File: config.mk
export PLATFORM = sky130hd
export DESIGN_NAME = vga_driver_flat
export DESIGN_NICKNAME = d
export VERILOG_FILES = /design/src/rtl/vga_driver_if.sv /design/src/rtl/vga_driver.sv /design/src/flat_wrapper.sv
export SDC_FILE = /design/constraint.sdc
export NUM_CORES = 1
export LEC_CHECK = 0
export BUFFER_PORTS_ARGS = -buffer_cell sky130_fd_sc_hd__buf_2
export CAP_MARGIN = 40
export CORE_ASPECT_RATIO = 0.5
export CORE_MARGIN = 2
export CORE_UTILIZATION = 48
export CTS_BUF_LIST = sky130_fd_sc_hd__clkbuf_4
export CTS_CLUSTER_SIZE = 12
export DETAILED_ROUTE_END_ITERATION = 8
export PLACE_DENSITY = 0.89
export SLEW_MARGIN = 20
export SYNTH_ARGS = -nofsm -noshare
export SYNTH_HDL_FRONTEND = slang
export SYNTH_SLANG_ARGS = --single-unit
File: constraint.sdc
create_clock -name vga_clk -period 5.5 [get_ports vga_clk]
set_clock_uncertainty 0.15 [all_clocks]
set_input_delay 0.275 -clock vga_clk [delete_from_list [all_inputs] [get_ports vga_clk]]
set_output_delay 0.275 -clock vga_clk [all_outputs]
set_load 0.02 [all_outputs]
File: src/rtl/vga_driver_if.sv
// Pixel bus between the SVGA timing generator and the colour generator:
// coordinate request out, registered colour back, VGA pins out.
interface vga_driver_if;
  localparam int unsigned COORD_W = 11;
  localparam int unsigned RGB_W   = 16;

  logic [RGB_W-1:0]   pixel_data;
  logic [COORD_W-1:0] pixel_xpos;
  logic [COORD_W-1:0] pixel_ypos;
  logic               data_req;
  logic               vga_hs;
  logic               vga_vs;
  logic               vga_en;
  logic [RGB_W-1:0]   vga_rgb;
  logic               frame_start;

  // Timing generator side
  modport master (
    input  pixel_data,
    output pixel_xpos, pixel_ypos, data_req,
    output vga_hs, vga_vs, vga_en, vga_rgb, frame_start
  );

  // Colour generator / display side
  modport slave (
    output pixel_data,
    input  pixel_xpos, pixel_ypos, data_req,
    input  vga_hs, vga_vs, vga_en, vga_rgb, frame_start
  );
endinterface

File: src/rtl/vga_driver.sv
// SVGA raster timing generator: h/v counters, syncs, active-video gating and
// a coordinate request issued one cycle ahead of display.
module vga_driver #(
  parameter logic [10:0] H_SYNC   = 11'd128,
  parameter logic [10:0] H_BACK   = 11'd88,
  parameter logic [10:0] H_DISP   = 11'd800,
  parameter logic [10:0] H_FRONT  = 11'd40,
  parameter logic [10:0] H_TOTAL  = 11'd1056,
  parameter logic [10:0] V_SYNC   = 11'd4,
  parameter logic [10:0] V_BACK   = 11'd23,
  parameter logic [10:0] V_DISP   = 11'd600,
  parameter logic [10:0] V_FRONT  = 11'd1,
  parameter logic [10:0] V_TOTAL  = 11'd628,
  parameter logic        SYNC_POL = 1'b1
) (
  input  logic         vga_clk,
  input  logic         sys_rst,
  vga_driver_if.master bus
);
  localparam int unsigned CNT_W = 11;
  localparam int unsigned RGB_W = 16;

  localparam logic [CNT_W-1:0] HA     = H_SYNC + H_BACK;
  localparam logic [CNT_W-1:0] VA     = V_SYNC + V_BACK;
  localparam logic [CNT_W-1:0] HA_END = HA + H_DISP;
  localparam logic [CNT_W-1:0] VA_END = VA + V_DISP;
  localparam logic [CNT_W-1:0] REQ_LO = HA - CNT_W'(1);
  localparam logic [CNT_W-1:0] REQ_HI = HA_END - CNT_W'(1);

  // Front porch only pads the line/frame; totals carry it implicitly.
  localparam logic [CNT_W-1:0] H_FRONT_UNUSED = H_FRONT;
  localparam logic [CNT_W-1:0] V_FRONT_UNUSED = V_FRONT;

  logic [CNT_W-1:0] r_h_cnt;
  logic [CNT_W-1:0] r_v_cnt;
  logic             r_frame_start;

  logic             w_h_last;
  logic             w_v_last;
  logic             w_row_act;
  logic             w_en;
  logic             w_req;

  assign w_h_last = (r_h_cnt == H_TOTAL - CNT_W'(1));
  assign w_v_last = (r_v_cnt == V_TOTAL - CNT_W'(1));

  // Raster counters; reset restarts the frame at once
  always_ff @(posedge vga_clk) begin
    if (sys_rst) begin
      r_h_cnt       <= '0;
      r_v_cnt       <= '0;
      r_frame_start <= 1'b0;
    end else begin
      r_h_cnt       <= w_h_last ? '0 : r_h_cnt + CNT_W'(1);
      if (w_h_last) begin
        r_v_cnt <= w_v_last ? '0 : r_v_cnt + CNT_W'(1);
      end
      r_frame_start <= (r_h_cnt == '0) && (r_v_cnt == '0);
    end
  end

  assign w_row_act = (r_v_cnt >= VA) && (r_v_cnt < VA_END);
  assign w_en      = w_row_act && (r_h_cnt >= HA) && (r_h_cnt < HA_END);
  // Request window leads the display window by the colour generator's register
  assign w_req     = w_row_act && (r_h_cnt >= REQ_LO) && (r_h_cnt < REQ_HI);

  assign bus.vga_hs      = (r_h_cnt < H_SYNC) ? SYNC_POL : ~SYNC_POL;
  assign bus.vga_vs      = (r_v_cnt < V_SYNC) ? SYNC_POL : ~SYNC_POL;
  assign bus.vga_en      = w_en;
  assign bus.data_req    = w_req;
  assign bus.pixel_xpos  = w_req ? r_h_cnt - REQ_LO : '0;
  assign bus.pixel_ypos  = w_req ? r_v_cnt - VA : '0;
  assign bus.vga_rgb     = w_en ? bus.pixel_data : RGB_W'(0);
  assign bus.frame_start = r_frame_start;
endmodule

File: src/flat_wrapper.sv
// flat-port wrapper written by rule: the top's interface ports become plain ports
module vga_driver_flat 
#(
  parameter logic [10:0] H_SYNC   = 11'd128,
  parameter logic [10:0] H_BACK   = 11'd88,
  parameter logic [10:0] H_DISP   = 11'd800,
  parameter logic [10:0] H_FRONT  = 11'd40,
  parameter logic [10:0] H_TOTAL  = 11'd1056,
  parameter logic [10:0] V_SYNC   = 11'd4,
  parameter logic [10:0] V_BACK   = 11'd23,
  parameter logic [10:0] V_DISP   = 11'd600,
  parameter logic [10:0] V_FRONT  = 11'd1,
  parameter logic [10:0] V_TOTAL  = 11'd628,
  parameter logic        SYNC_POL = 1'b1
)
  (vga_clk, sys_rst, bus_pixel_data, bus_pixel_xpos, bus_pixel_ypos, bus_data_req, bus_vga_hs, bus_vga_vs, bus_vga_en, bus_vga_rgb, bus_frame_start);
  vga_driver_if bus_i ();
  input  logic vga_clk;
  input  logic sys_rst;
  input wire logic [$bits(bus_i.pixel_data)-1:0] bus_pixel_data;
  output wire logic [$bits(bus_i.pixel_xpos)-1:0] bus_pixel_xpos;
  output wire logic [$bits(bus_i.pixel_ypos)-1:0] bus_pixel_ypos;
  output wire logic [$bits(bus_i.data_req)-1:0] bus_data_req;
  output wire logic [$bits(bus_i.vga_hs)-1:0] bus_vga_hs;
  output wire logic [$bits(bus_i.vga_vs)-1:0] bus_vga_vs;
  output wire logic [$bits(bus_i.vga_en)-1:0] bus_vga_en;
  output wire logic [$bits(bus_i.vga_rgb)-1:0] bus_vga_rgb;
  output wire logic [$bits(bus_i.frame_start)-1:0] bus_frame_start;
  assign bus_i.pixel_data = bus_pixel_data;
  assign bus_pixel_xpos = bus_i.pixel_xpos;
  assign bus_pixel_ypos = bus_i.pixel_ypos;
  assign bus_data_req = bus_i.data_req;
  assign bus_vga_hs = bus_i.vga_hs;
  assign bus_vga_vs = bus_i.vga_vs;
  assign bus_vga_en = bus_i.vga_en;
  assign bus_vga_rgb = bus_i.vga_rgb;
  assign bus_frame_start = bus_i.frame_start;
  vga_driver #(.H_SYNC(H_SYNC), .H_BACK(H_BACK), .H_DISP(H_DISP), .H_FRONT(H_FRONT), .H_TOTAL(H_TOTAL), .V_SYNC(V_SYNC), .V_BACK(V_BACK), .V_DISP(V_DISP), .V_FRONT(V_FRONT), .V_TOTAL(V_TOTAL), .SYNC_POL(SYNC_POL)) u_core (.vga_clk(vga_clk), .sys_rst(sys_rst), .bus(bus_i));
endmodule
==> Implementation_results.wiki <==
{| class="wikitable"
! Metric !! Value
|-
| Finished Core Util || 0.601
|-
| Final number of hold-violating endpoints || 0
|-
| Share of the clock period used by the worst path after layout || 0.508
|-
| Post-CTS sizing || 0
|-
| Count of antenna diodes in the layout || 0
|-
| Cell chain of the critical path || ha_1 -> a211oi_1 -> nor2_1 -> o221ai_2 -> buf_4 -> nor4b_1 -> buf_2
|-
| Class of the tightest hold or removal check || input port to flop
|-
| DRT antenna net count || 0
|-
| Cell at the root of the clock tree || clkbuf_4
|-
| Detail-routed net length per standard cell || ~13 um
|-
| Maximum number of pins on one net before global-route repair || between 40 and 50
|-
| Gate power share || 0.077
|-
| TritonCTS Sinks || 23
|-
| Fin worst setup slack || between 2 and 3 ns
|-
| Antenna violations before repair || 0
|-
| Most common cell after layout, fill and taps aside || buf_2
|-
| GRT Resource Usage Total || 0.204
|-
| Top-Level Pins || 61
|-
| Gate count of the mapped netlist || 264
|-
| Total vias in the final route || between 1500 and 2000
|-
| Design area || approximately 2100 um2
|-
| RSZ-0062 raised after global routing || no
|-
| Share of post-route cells with drive strength above 1 || 0.238
|-
| GRT Residual Overflow || 0
|-
| Fin cells || 354
|-
| TritonCTS clock tree || done
|-
| Floorplan die width || 90.7 um
|-
| Max Clk Rate || approximately 360 MHz
|-
| Leakage || 0.887 nW
|-
| Register area share after synthesis || 0.255
|-
| Net switching fraction of the power || 0.258
|-
| Die outline area || 4300 um2
|-
| Power Total || 0.278 mW
|-
| Pwr dens || approximately 130 nW/um2
|-
| First-iteration detailed-routing DRC count || ~110
|-
| Largest delay contributor family on the critical path || flip-flops
|-
| Number of clock buffers inserted by TritonCTS || 3
|-
| Share of async-settable or async-resettable flops after synthesis || 0
|-
| Endpoint class of the critical path || primary output
|-
| Shortest period the worst path allows || ~2.8 ns
|-
| Die span in y || 47.4 um
|-
| Post-placement worst setup slack || 3.13 ns
|-
| Commonest cells after routing, fill and taps aside || 60 x buf_2, 41 x nor3_1, 25 x inv_1
|-
| Slew margin rel. || 0.607
|-
| Flops & latches, synth || 23
|-
| Main flop type after synthesis || dfxtp_1
|-
| Remaining routing DRC violations || 0
|-
| Post-place instance area || 2080 um2
|-
| CP Class || flop to primary output
|-
| DP HPWL || around 3.5 mm
|-
| Data arrival time of the critical path || between 2 and 2.5 ns
|-
| Syn nets || approximately 290
|-
| Number of detailed-routing iterations run before antenna repair || 4
|-
| Number of distinct library cells after synthesis || 43
|-
| Status || completed
|-
| Clock share of power || 0.301
|-
| First-pass GRT wire length || 7.05 mm
|-
| Count of yosys warnings during synthesis || 0
|-
| Number of placed instances with taps included || 350
|-
| Cell internal power dissipation || around 0.21 mW
|-
| Setup violation total in the final timing report || 0
|-
| Area growth from synthesis to layout || 16.8%
|-
| Critical path's slowest cell || dfxtp_1
|-
| Required time reported for the critical path endpoint || ~5.1 ns
|-
| Part of the total power dissipated in sequential elements || 0.622
|-
| Highest net fanout along the worst path || 40
|-
| Reg clk slew, reported paths || 0.14 ns
|-
| Total buffers and inverters traversed by the critical path || 2
|-
| Total length of routed wires || 4.63 mm
|-
| Total Negative Setup Slacks || 0 ns
|-
| Startpoint kind of the worst setup timing path || flop
|-
| Via count of the first global-routing pass || 1510
|-
| Pin slew with the least headroom to its limit || 0.588 ns
|-
| # Post-CTS Setup Buffers || 0
|-
| Port buffer count || 60
|-
| Net switching power || between 0.07 and 0.08 mW
|-
| Standard cell core area || 3510 um2
|-
| Worst Hold Margin || 0.0506 ns
|-
| Synthesized area per cell || 6.84 um2
|-
| Number of H-tree branching levels || 1
|-
| Post-DR vias/cell || 5.48
|-
| Weighted congestion at the end of routability-driven global placement || 0.903
|-
| Starting density of the core || 0.514
|-
| Final slew viol count || 0
|-
| Max-cap violation count || 0
|-
| Source-to-sink clock delay at the later pin of the worst-skew pair || 0.33 ns
|-
| Maximum resistive drop on vdd || 0.0000752 V
|-
| Peak per-stage delay on the critical path || about 0.53 ns
|-
| Combined area of all synthesized cells || 1810 um2
|-
| Post-CTS Hold Fix Bufs || 0
|-
| Number of enable flip-flop cells after synthesis || 0
|-
| Final net count || 326
|-
| Number of standard-cell rows in the floorplan || 15
|-
| Clock Tree Buf Depth || 2
|}
-- area by class of cell --
class / instances / area [um2]
fill: 333 / 1400
timing repair buffer: 63 / 323
tap: 51 / 63.8
clock inverter: 1 / 5.00
multi-input combinational: 188 / 1140
clock buffer: 3 / 22.5
inverter: 25 / 93.8
sequential: 23 / 460
-- per-layer routing --
metal	routed length, um	up-vias	global-route usage	part of all wire
met3	240	4	0.0433	0.052
met5	0	-	0	0
li1	-	1000	-	-
met2	2210	61	0.348	0.48
met1	2140	876	0.277	0.46
met4	33	0	0.0462	0.0071
-- sequential cells by signal, indices dropped and copies added, names as in the netlist --
name                    cells
u_core.r_v_cnt             11
u_core.r_h_cnt             11
u_core.bus.frame_start      1
-- power groups by stage --
stage / clock (mW) / sequential [mW] / combinational, mW
2_1_floorplan: 0 / 0.176 / 0.0123
3_3_place_gp: 0 / 0.176 / 0.0206
3_5_place_dp: 0 / 0.177 / 0.0213
4_1_cts: 0.0869 / 0.173 / 0.0213
5_1_grt: 0.0925 / 0.174 / 0.0240
6_report: 0.0838 / 0.173 / 0.0215
-- logic make-up after synthesis --
group | Yosys count | synth area share
xor+xnor | 24 | 0.116
simple gates | 119 | 0.346
compound gates | 41 | 0.139
buf+inv | 53 | 0.116
fa+ha+maj | 4 | 0.0277
flops | 23 | 0.255
-- worst paths after layout --
path / cells after the start / from / end / slack (ns)
hold reg to reg: 1 / u_core.r_h_cnt[0] / u_core.r_h_cnt[0] / 0.39
hold / removal: 2 / sys_rst / u_core.r_v_cnt[0] / 0.05
setup / recovery: 7 / u_core.r_v_cnt[0] / bus_pixel_xpos[8] / 2.71
setup reg to reg: 5 / u_core.r_h_cnt[0] / u_core.r_v_cnt[8] / 3.07
-- synthesized netlist by cell type, drive strengths merged (2+ instances only) --
cell type,number,share of area
nand4,4,0.014
nor3,41,0.11
nand3,10,0.028
buf,5,0.016
or4,3,0.012
xnor2,17,0.082
a211oi,3,0.012
dfxtp,23,0.26
a21oi,13,0.036
nor2b,2,0.0069
xor2,7,0.034
a31o,2,0.0097
inv,25,0.052
nor2,23,0.048
nor4,10,0.035
o21ai,13,0.036
ha,4,0.028
or3,7,0.024
clkbuf,23,0.049
nand2,10,0.021
Power figures use the tool's default switching activity.
